$ cat config.mk
export PLATFORM = sky130hd
export DESIGN_NAME = mem_arbiter
export DESIGN_NICKNAME = d
export VERILOG_FILES = /design/src/rtl/mem_arbiter_pkg.sv /design/src/rtl/mem_tag_table.sv /design/src/rtl/mem_arbiter.sv
export SDC_FILE = /design/constraint.sdc
export NUM_CORES = 1
export LEC_CHECK = 0
export ABC_CLOCK_PERIOD_IN_PS = 3650
export CAP_MARGIN = 15
export CORE_AREA = 8 8 144 146
export DETAILED_ROUTE_END_ITERATION = 8
export DIE_AREA = 0 0 152 154
export PLACE_DENSITY = 0.61
export SLEW_MARGIN = 10
export SYNTH_ARGS = -nofsm -noshare
export SYNTH_HDL_FRONTEND = slang
export SYNTH_HIERARCHICAL = 1
export SYNTH_SLANG_ARGS = --single-unit
$ cat constraint.sdc
create_clock -name clock -period 3.65 [get_ports clock]
set_clock_uncertainty 0.1 [all_clocks]
set_input_delay 0.5475 -clock clock [delete_from_list [all_inputs] [get_ports clock]]
set_output_delay 0.5475 -clock clock [all_outputs]
set_load 0.02 [all_outputs]
$ cat src/rtl/mem_arbiter_pkg.sv
// rtl/mem_arbiter_pkg.sv - shared memory-bus types and arbiter constants
package mem_arbiter_pkg;

  localparam int NUM_MEM_TAGS = 15;

  typedef logic [3:0]  MEM_TAG;
  typedef logic [31:0] ADDR;
  typedef logic [63:0] MEM_BLOCK;

  typedef enum logic [1:0] {
    MEM_NONE  = 2'h0,
    MEM_LOAD  = 2'h1,
    MEM_STORE = 2'h2
  } MEM_COMMAND;

  typedef enum logic {
    OWNER_ICACHE = 1'b0,
    OWNER_DCACHE = 1'b1
  } MEM_OWNER;

  localparam int ARB_STARVE_LIMIT    = 4;
  localparam int ARB_MAX_OUTSTANDING = NUM_MEM_TAGS;

  // Wide enough to count every non-zero tag in flight at once.
  localparam int OUTSTANDING_W = $clog2(NUM_MEM_TAGS + 1);

endpackage

$ cat src/rtl/mem_tag_table.sv
// rtl/mem_tag_table.sv - tag ownership table for in-flight loads
module mem_tag_table
  import mem_arbiter_pkg::*;
(
  input  logic                     clock,
  input  logic                     reset,
  input  logic                     set_en,
  input  MEM_TAG                   set_tag,
  input  MEM_OWNER                 set_owner,
  input  MEM_TAG                   lookup_tag,
  output logic                     lookup_hit,
  output MEM_OWNER                 lookup_owner,
  output logic [OUTSTANDING_W-1:0] outstanding
);

  logic [NUM_MEM_TAGS:0]    valid_q, valid_d;
  logic [NUM_MEM_TAGS:0]    owner_q, owner_d;
  logic [OUTSTANDING_W-1:0] outstanding_q, outstanding_d;

  // Tag 0 means "no data" and is never recorded, so it can never hit.
  assign lookup_hit   = (lookup_tag != '0) && valid_q[lookup_tag];
  assign lookup_owner = MEM_OWNER'(owner_q[lookup_tag]);
  assign outstanding  = outstanding_q;

  always_comb begin
    valid_d       = valid_q;
    owner_d       = owner_q;
    outstanding_d = outstanding_q;
    if (lookup_hit) begin
      valid_d[lookup_tag] = 1'b0;
    end
    // Applied after the clear so a same-tag reissue keeps the new owner.
    if (set_en) begin
      valid_d[set_tag] = 1'b1;
      owner_d[set_tag] = set_owner;
    end
    if (set_en && !lookup_hit) begin
      outstanding_d = outstanding_q + 1'b1;
    end else if (!set_en && lookup_hit) begin
      outstanding_d = outstanding_q - 1'b1;
    end
  end

  always_ff @(posedge clock) begin
    if (reset) begin
      valid_q       <= '0;
      owner_q       <= '0;
      outstanding_q <= '0;
    end else begin
      valid_q       <= valid_d;
      owner_q       <= owner_d;
      outstanding_q <= outstanding_d;
    end
  end

endmodule

$ cat src/rtl/mem_arbiter.sv
// rtl/mem_arbiter.sv - icache/dcache arbiter onto one memory port
// Dcache has priority; a starved icache wins once, loads stall when all tags are in flight.
module mem_arbiter
  import mem_arbiter_pkg::*;
#(
  parameter int STARVE_LIMIT    = ARB_STARVE_LIMIT,
  parameter int MAX_OUTSTANDING = ARB_MAX_OUTSTANDING
) (
  input  logic       clock,
  input  logic       reset,
  input  logic       ic_req_valid,
  input  ADDR        ic_req_addr,
  output logic       ic_req_accepted,
  output MEM_TAG     ic_req_tag,
  input  logic       dc_req_valid,
  input  MEM_COMMAND dc_req_cmd,
  input  ADDR        dc_req_addr,
  input  MEM_BLOCK   dc_req_data,
  output logic       dc_req_accepted,
  output MEM_TAG     dc_req_tag,
  output MEM_COMMAND proc2mem_command,
  output ADDR        proc2mem_addr,
  output MEM_BLOCK   proc2mem_data,
  input  MEM_TAG     mem2proc_transaction_tag,
  input  MEM_TAG     mem2proc_data_tag,
  input  MEM_BLOCK   mem2proc_data,
  output logic       ic_return_valid,
  output logic       dc_return_valid,
  output MEM_TAG     return_tag,
  output MEM_BLOCK   return_data
);

  localparam int SW = $clog2(STARVE_LIMIT + 1);

  logic [SW-1:0]            starve_cnt_q, starve_cnt_d;
  logic [OUTSTANDING_W-1:0] outstanding;
  logic                     loads_blocked, ic_priority;
  logic                     dc_eligible, ic_eligible;
  logic                     grant_ic, grant_dc, mem_ok;
  logic                     set_en, lookup_hit;
  MEM_OWNER                 set_owner, lookup_owner;

  always_comb begin
    loads_blocked = (outstanding >= OUTSTANDING_W'(MAX_OUTSTANDING));
    ic_priority   = ic_req_valid && (starve_cnt_q == SW'(STARVE_LIMIT));
    // A blocked dcache load also blocks the icache, since it is a load too.
    dc_eligible   = dc_req_valid &&
                    ((dc_req_cmd == MEM_STORE) ||
                     ((dc_req_cmd == MEM_LOAD) && !loads_blocked));
    ic_eligible   = ic_req_valid && !loads_blocked;
    grant_ic      = !reset && ic_eligible && (ic_priority || !dc_eligible);
    grant_dc      = !reset && dc_eligible && !grant_ic;
    mem_ok        = (mem2proc_transaction_tag != '0);
  end

  always_comb begin
    proc2mem_command = MEM_NONE;
    proc2mem_addr    = '0;
    proc2mem_data    = '0;
    if (grant_ic) begin
      proc2mem_command = MEM_LOAD;
      proc2mem_addr    = ic_req_addr;
    end else if (grant_dc) begin
      proc2mem_command = dc_req_cmd;
      proc2mem_addr    = dc_req_addr;
      if (dc_req_cmd == MEM_STORE) begin
        proc2mem_data = dc_req_data;
      end
    end
    ic_req_accepted = grant_ic && mem_ok;
    dc_req_accepted = grant_dc && mem_ok;
    ic_req_tag      = grant_ic ? mem2proc_transaction_tag : '0;
    dc_req_tag      = grant_dc ? mem2proc_transaction_tag : '0;
    set_en          = mem_ok && (grant_ic || (grant_dc && (dc_req_cmd == MEM_LOAD)));
    set_owner       = grant_ic ? OWNER_ICACHE : OWNER_DCACHE;
    ic_return_valid = !reset && lookup_hit && (lookup_owner == OWNER_ICACHE);
    dc_return_valid = !reset && lookup_hit && (lookup_owner == OWNER_DCACHE);
    return_tag      = mem2proc_data_tag;
    return_data     = mem2proc_data;
  end

  always_comb begin
    starve_cnt_d = starve_cnt_q;
    if (!ic_req_valid || ic_req_accepted) begin
      starve_cnt_d = '0;
    end else if (starve_cnt_q != SW'(STARVE_LIMIT)) begin
      starve_cnt_d = starve_cnt_q + 1'b1;
    end
  end

  always_ff @(posedge clock) begin
    if (reset) begin
      starve_cnt_q <= '0;
    end else begin
      starve_cnt_q <= starve_cnt_d;
    end
  end

  mem_tag_table u_table (
    .clock        (clock),
    .reset        (reset),
    .set_en       (set_en),
    .set_tag      (mem2proc_transaction_tag),
    .set_owner    (set_owner),
    .lookup_tag   (mem2proc_data_tag),
    .lookup_hit   (lookup_hit),
    .lookup_owner (lookup_owner),
    .outstanding  (outstanding)
  );

endmodule

* Word level (Yosys, flattened, before mapping)
Cells that the tools add are included.
** Storage, ports and cells
- Logic and storage cells :: 78
- Bits in latches :: 0
- RAM bits :: 0
- Output and inout bits :: 178
- Bits of input ports :: 206
- ROM bits :: 0
- Memories :: 0
- Register bits :: 39
** Cells by class
- Shift operators :: 0
- Bitwise logic cells :: 4
- Add/sub/neg operators :: 3
- Reduce and logical (&&, ||, !) cells :: 35
- Magnitude comparators :: 5
- Eq/ne operators :: 4
- Divide/modulo/power cells :: 0
- Mux-type cells :: 23
- Multiply operators :: 0
** Operators by type and width (count)
- two-way mux 64 bit :: 3
- two-way mux 32 bit :: 2
- two-way mux 16 bit :: 2
- logical AND 1 bit :: 20
- AND 16 bit :: 1
- bitwise mux 16 bit :: 1
- two-way mux 4 bit :: 4
- inverter 16 bit :: 1
- bitwise OR 16 bit :: 1
- < comparator 4 x 5 -> 1 bit (second input constant) :: 2
- binary-select mux 1 bit (select 4 bit) :: 2
- demux 1 bit (select 4 bit) :: 2
- greater-or-equal comparator 4 x 1 -> 1 bit (second input constant) :: 2
- nonzero test 4 bit :: 2
- zero test 1 bit :: 7
- two-way mux 1 bit :: 5
- adder 4 x 1 -> 4 bit (second input constant) :: 1
- greater-or-equal comparator 4 bit (second input constant) :: 1
- logical OR 1 bit :: 4
- two-way mux 2 bit :: 2
- subtractor 4 x 1 -> 4 bit (second input constant) :: 1
- adder 3 x 1 -> 3 bit (second input constant) :: 1
- equality test 3 bit (second input constant) :: 1
- inequality test 3 bit (second input constant) :: 1
- 5 further kinds :: 5

* Depth between registers and ports, before layout
- Depth after elaboration :: 17
- Depth in mapped cells :: 12
- Depth with buffers taken out :: 12

* Hierarchy
Netlist, hierarchy kept.
** Modules (own cells, without submodules)
- mem_arbiter :: cells each 296, seq. area each 60.1 um^2, instances 1, area each 2108.3 um^2
- mem_tag_table :: cells each 194, seq. area each 700.7 um^2, instances 1, area each 1719.1 um^2

* Worst setup path before layout
OpenSTA, ideal clock, no wires.
- Kind :: flip-flop to flip-flop
- Start point :: reg starve_cnt_q[0]
- End point :: reg u_table.outstanding_q[3], in the netlist u_table/outstanding[3]
- Buffers on the path :: 0
- Data arrival time :: 2933 ps
- Slack :: 494 ps
- Library setup time :: 123 ps
- Stages on the path, launching flop included :: 13
- Data required time :: 3427 ps
- Period minus slack after synthesis :: 3156 ps
- Path through :: dfxtp_1 > inv_1 > ha_1 > nand2_1 > a31o_1 > a2111oi_0 > ha_1 > inv_1 > ha_1 > a21oi_1 > a211oi_1 > a31oi_1 > mux2_1
** Between the ends
- Cells in the longest elaborated chain, start to end :: 12
- Elaborated cells on any way between the ends :: 14
** Ends and longest elaborated chain
- start, declared :: RTL line mem_arbiter.sv:35 : logic [SW-1:0] starve_cnt_q, starve_cnt_d;
- start signal, assigned :: RTL line mem_arbiter.sv:95 : starve_cnt_q <= starve_cnt_d;
- equality test 3 bit (*) :: RTL line mem_arbiter.sv:45 : ic_priority = ic_req_valid && (starve_cnt_q == SW'(STARVE_LIMIT));
- logical AND 1 bit (*) :: RTL line mem_arbiter.sv:45
- logical OR 1 bit (*) :: RTL line mem_arbiter.sv:51 : grant_ic = !reset && ic_eligible && (ic_priority || !dc_eligible);
- logical AND 1 bit (*) :: RTL line mem_arbiter.sv:51
- zero test 1 bit :: RTL line mem_arbiter.sv:52 : grant_dc = !reset && dc_eligible && !grant_ic;
- logical AND 1 bit :: RTL line mem_arbiter.sv:52
- logical AND 1 bit :: RTL line mem_arbiter.sv:74 : set_en = mem_ok && (grant_ic || (grant_dc && (dc_req_cmd == MEM_LOAD)));
- logical OR 1 bit (*) :: RTL line mem_arbiter.sv:74
- logical AND 1 bit (*) :: RTL line mem_arbiter.sv:74
- named net set_en :: RTL line mem_arbiter.sv:40 : logic set_en, lookup_hit;
- zero test 1 bit :: RTL line mem_tag_table.sv:39 : end else if (!set_en && lookup_hit) begin
- logical AND 1 bit :: RTL line mem_tag_table.sv:39
- nonzero test 2 bit (no line)
- end signal, assigned :: RTL line mem_tag_table.sv:52 : outstanding_q <= outstanding_d;
- end, declared :: RTL line mem_tag_table.sv:18 : logic [OUTSTANDING_W-1:0] outstanding_q, outstanding_d;
Mark *: on every way through the listed nets, which the timed path passes. The rest lies on a longest branch.
A chain may end at the register's enable or synchronous reset.

* Worst setup path in the final report
- Start point :: in mem2proc_data_tag[0]
- End point :: out dc_return_valid
** Between the ends
- Elaborated cells on any way between the ends :: 8
** RTL lines
- start, declared :: RTL line mem_arbiter.sv:25 : input MEM_TAG mem2proc_data_tag,
- binary-select mux 1 bit (select 4 bit) :: RTL line mem_tag_table.sv:22 : assign lookup_owner = MEM_OWNER'(owner_q[lookup_tag]);
- two-way mux 1 bit (not written as such) :: RTL line mem_tag_table.sv:22
- named net lookup_owner :: RTL line mem_arbiter.sv:41 : MEM_OWNER set_owner, lookup_owner;
- logical AND 1 bit :: RTL line mem_arbiter.sv:77 : dc_return_valid = !reset && lookup_hit && (lookup_owner == OWNER_DCACHE);
- end, declared :: RTL line mem_arbiter.sv:28 : output logic dc_return_valid,
The timed path passes the listed nets, and every way through them passes these cells. The select of a mux whose other input is x is not followed.

==> flow_summary.toml <==
[global_routing]
grt_pass1_vias = 3894
antenna_found_initial = 0
gr-total-overflow = 0
track_usage_pct = 15.7
grt_max_degree = 66
grt_pass1_wl_um = 28000

[logic_synthesis]
seq_area_frac_synth_pct = 19.9
synth_flop_cell = "dfxtp_1"
synth_edf_count = 0
async_flop_share_pct = 0
syn_nets = 702
ys_ff_latch = 38
ys_warn_count = 6
syn_area_per_cell_um2 = 7.81
yosysUniqueCellTypes = 46
synth_cells = 490
synth_area_mm2 = 0.00383

[job]
cap_viol_max_count = 0

[setup_path]
endpoint_kind = "output pin"
cp_common_cell = "clkdlybuf4s50_1"
cp_max_fo = 4
worstRegToRegCells = 13
crit_type = "in2out"
path_cells = "clkdlybuf4s50_1 > buf_12 > mux4_2 > nor2b_1 > a211oi_1 > a21oi_1 > and3_1 > clkdlybuf4s50_1"
arrival_ns = 2.90
r2r_end = "u_table/outstanding[3]"
crit_path_start_kind = "primary input"
cp_slowest_cell = "clkdlybuf4s50_1"
slowest_delay_ns = 0.58
r2r_start = "starve_cnt_q[0]"
required_ns = 3.00
reg2reg_setup_slack_ns = 0.45

[clock_network]
post_cts_buffers = 0
ctsHtreeMaxLevel = 2
cts_sinks = 38
clk_latency_ns = 0.28
path_clk_slew_ns = 0.06
clockRootBuffer = "clkbuf_16"
cts_tree = "yes"
cts_buffers = 5
cts.path.max_buffers = 2

[power]
finalPower_mw = 1.38
ir_worst_vdd_mv = 0.160
leakage_nw = 2.60
pwr_density_cell_mw_per_mm2 = 217

[final_layout]
area_delta_synth_final_pct = 66.2
postLayoutCellArea_mm2 = 0.00636
n_antenna_cell = 0
seq_area_um2 = 761
n_fill_cell = 1915
multi_input_area_mm2 = 0.00208
fin_nets = 886
drive_above_1_share_pct = 9.78

[die]
initial_utilization_pct = 20.7
die_x_um = 152
die_h_um = 154
fp.dieArea_mm2 = 0.0234
io_pins = 384
num_rows = 50
core_area_mm2 = 0.0185

[sta]
maxSlewViolCount = 0
grt_setup_unrepaired = "no"
period_share_pct = 97.3
max_slew_margin_pct = 46.0
fmax_ghz = 0.282
post-route-min-period_ns = 3.55
finalSetupViolCount = 0
hold_violations = 0
tightest_slew_ns = 0.792

[min_path]
hold_class = "reg2reg"
min_delay_path_depth = 2
hold_start = "u_table/owner_q[3]"
worstHoldEndpoint = "u_table/owner_q[3]"

[place]
hpwl_um = 16900
place_area_mm2 = 0.00620
place.gp.congestion = 0.843
portBuffers = 255

[routing]
wl_per_cell_um = 21.4
drt-total-wl_um = 19500
drt_iter0_drc = 199
ant_nets = 0
vias_per_cell = 4.32
remaining_drc_errors = 0
drt_first_pass_iters = 4
dr_total_vias = 3927

[status]
status = "finished, final reports clean"
cell usage after synthesis, types with 2 or more instances:
cell | n | area [µm²]
nor3_1 | 8 | 40.0
nand2b_1 | 5 | 31.3
mux2_1 | 2 | 22.5
mux2i_1 | 9 | 90.1
nor2_1 | 18 | 67.6
and3b_1 | 2 | 17.5
clkbuf_1 | 12 | 45.0
mux4_2 | 4 | 90.1
a21oi_1 | 29 | 145
o21ai_1 | 4 | 20.0
buf_6 | 5 | 56.3
ha_1 | 5 | 62.6
o32ai_2 | 25 | 407
inv_1 | 75 | 282
or2_1 | 2 | 12.5
and3_1 | 2 | 12.5
o21ai_0 | 13 | 65.1
nand2_1 | 27 | 101
xnor2_1 | 2 | 17.5
o32ai_1 | 7 | 61.3
nor2b_1 | 6 | 37.5
xor2_1 | 2 | 17.5
mux4_1 | 3 | 78.8
buf_2 | 12 | 60.1
dfxtp_1 | 38 | 761
and2_1 | 64 | 400
nand3_1 | 16 | 80.1
a31oi_1 | 2 | 12.5
a211oi_1 | 3 | 22.5
buf_4 | 72 | 541
power by group:
group,leakage [nW],switching (mW),internal [mW]
clock,0.0729,0.159,0.270
sequential,0.307,0.00957,0.427
combinational,2.22,0.221,0.295
total,2.60,0.389,0.992
cell families (layout without fill, tap and decap cells):
group	count (synthesis)	count (layout)	share of synthesized area, %
buffers and inverters	176	361	25.7
AND/OR/NAND/NOR	156	156	22.3
AO/OA/AOI/OAI	90	90	20.8
flip-flops	38	38	19.9
multiplexers	20	20	8.24
adder cells (fa/ha/maj)	6	6	2.16
XOR/XNOR	4	4	0.915
metrics by stage:
step / setup WS (ns) / TNS (ns) / utilization (%) / hold WS (ns) / std cells
2_1_floorplan: 0.494 / 0 / - / 0.333 / 490
3_3_place_gp: -0.0146 / -0.0146 / 33.6 / 0.344 / 901
3_5_place_dp: -0.105 / -0.105 / 33.6 / 0.347 / 901
4_1_cts: 0.00706 / 0 / 34.4 / 0.355 / 909
5_1_grt: 0.0118 / 0 / 34.5 / 0.373 / 909
6_report: 0.0982 / 0 / 34.5 / 0.357 / 909
flip-flops by register name (all words and copies together) (netlist names):
signal	cells
u_table/owner_q	16
u_table/valid_q	15
u_table/outstanding	4
starve_cnt_q	3
repair_timing:
| action | CTS | global route |
|---|---|---|
| endpoints found under the setup margin | 0 | 2 |
| gates resized for setup | 0 | 2 |
| hold buffers | 0 | 0 |
metal layers:
metal	wire length (µm)	part of all wire, %	vias to the layer above	track usage [%]
met5	22	0.11	-	0.648
met4	296	1.5	2	3.52
met3	3470	18	23	12.6
met2	8580	44	209	24.3
met1	7140	37	1769	16.4
li1	-	-	1924	-
worst max path at each step:
stage | start | end | cells after the start
6_report | mem2proc_data_tag[0] | dc_return_valid | 8
5_1_grt | dc_req_cmd[1] | proc2mem_addr[3] | 6
4_1_cts | mem2proc_data_tag[0] | ic_return_valid | 8
3_5_place_dp | mem2proc_data_tag[1] | u_table/outstanding[3] | 11
3_3_place_gp | mem2proc_data_tag[1] | u_table/outstanding[3] | 11
2_1_floorplan | starve_cnt_q[0] | u_table/outstanding[3] | 12
layout make-up:
cell class	instances	share of cell area [%]
flip-flops and latches	38	12.0
clock buffers	6	2.18
well taps	234	4.60
clock inverters	2	0.197
inverters	75	4.43
multi-input cells	276	32.8
repair buffers	278	43.9
worst max-delay path: cells and delay by family:
family | cells | cell delay [ns]
compound gates | 2 | 0.30
buf+inv | 3 | 1.26
simple gates | 2 | 0.32
mux | 1 | 0.48
placed cells by master (no fill, tap or decap), types with 6 or more instances in the layout:
cell	instances
inv_1	75
dfxtp_1	38
a21oi_1	29
nor2b_1	6
nor2_1	18
mux2i_1	9
and2_1	64
o21ai_0	13
buf_4	19
nor3_1	8
o32ai_1	7
nand2_1	27
nand3_1	16
clkdlybuf4s50_1	252
o32ai_2	25
No activity file was read; power rests on OpenSTA's default activity.
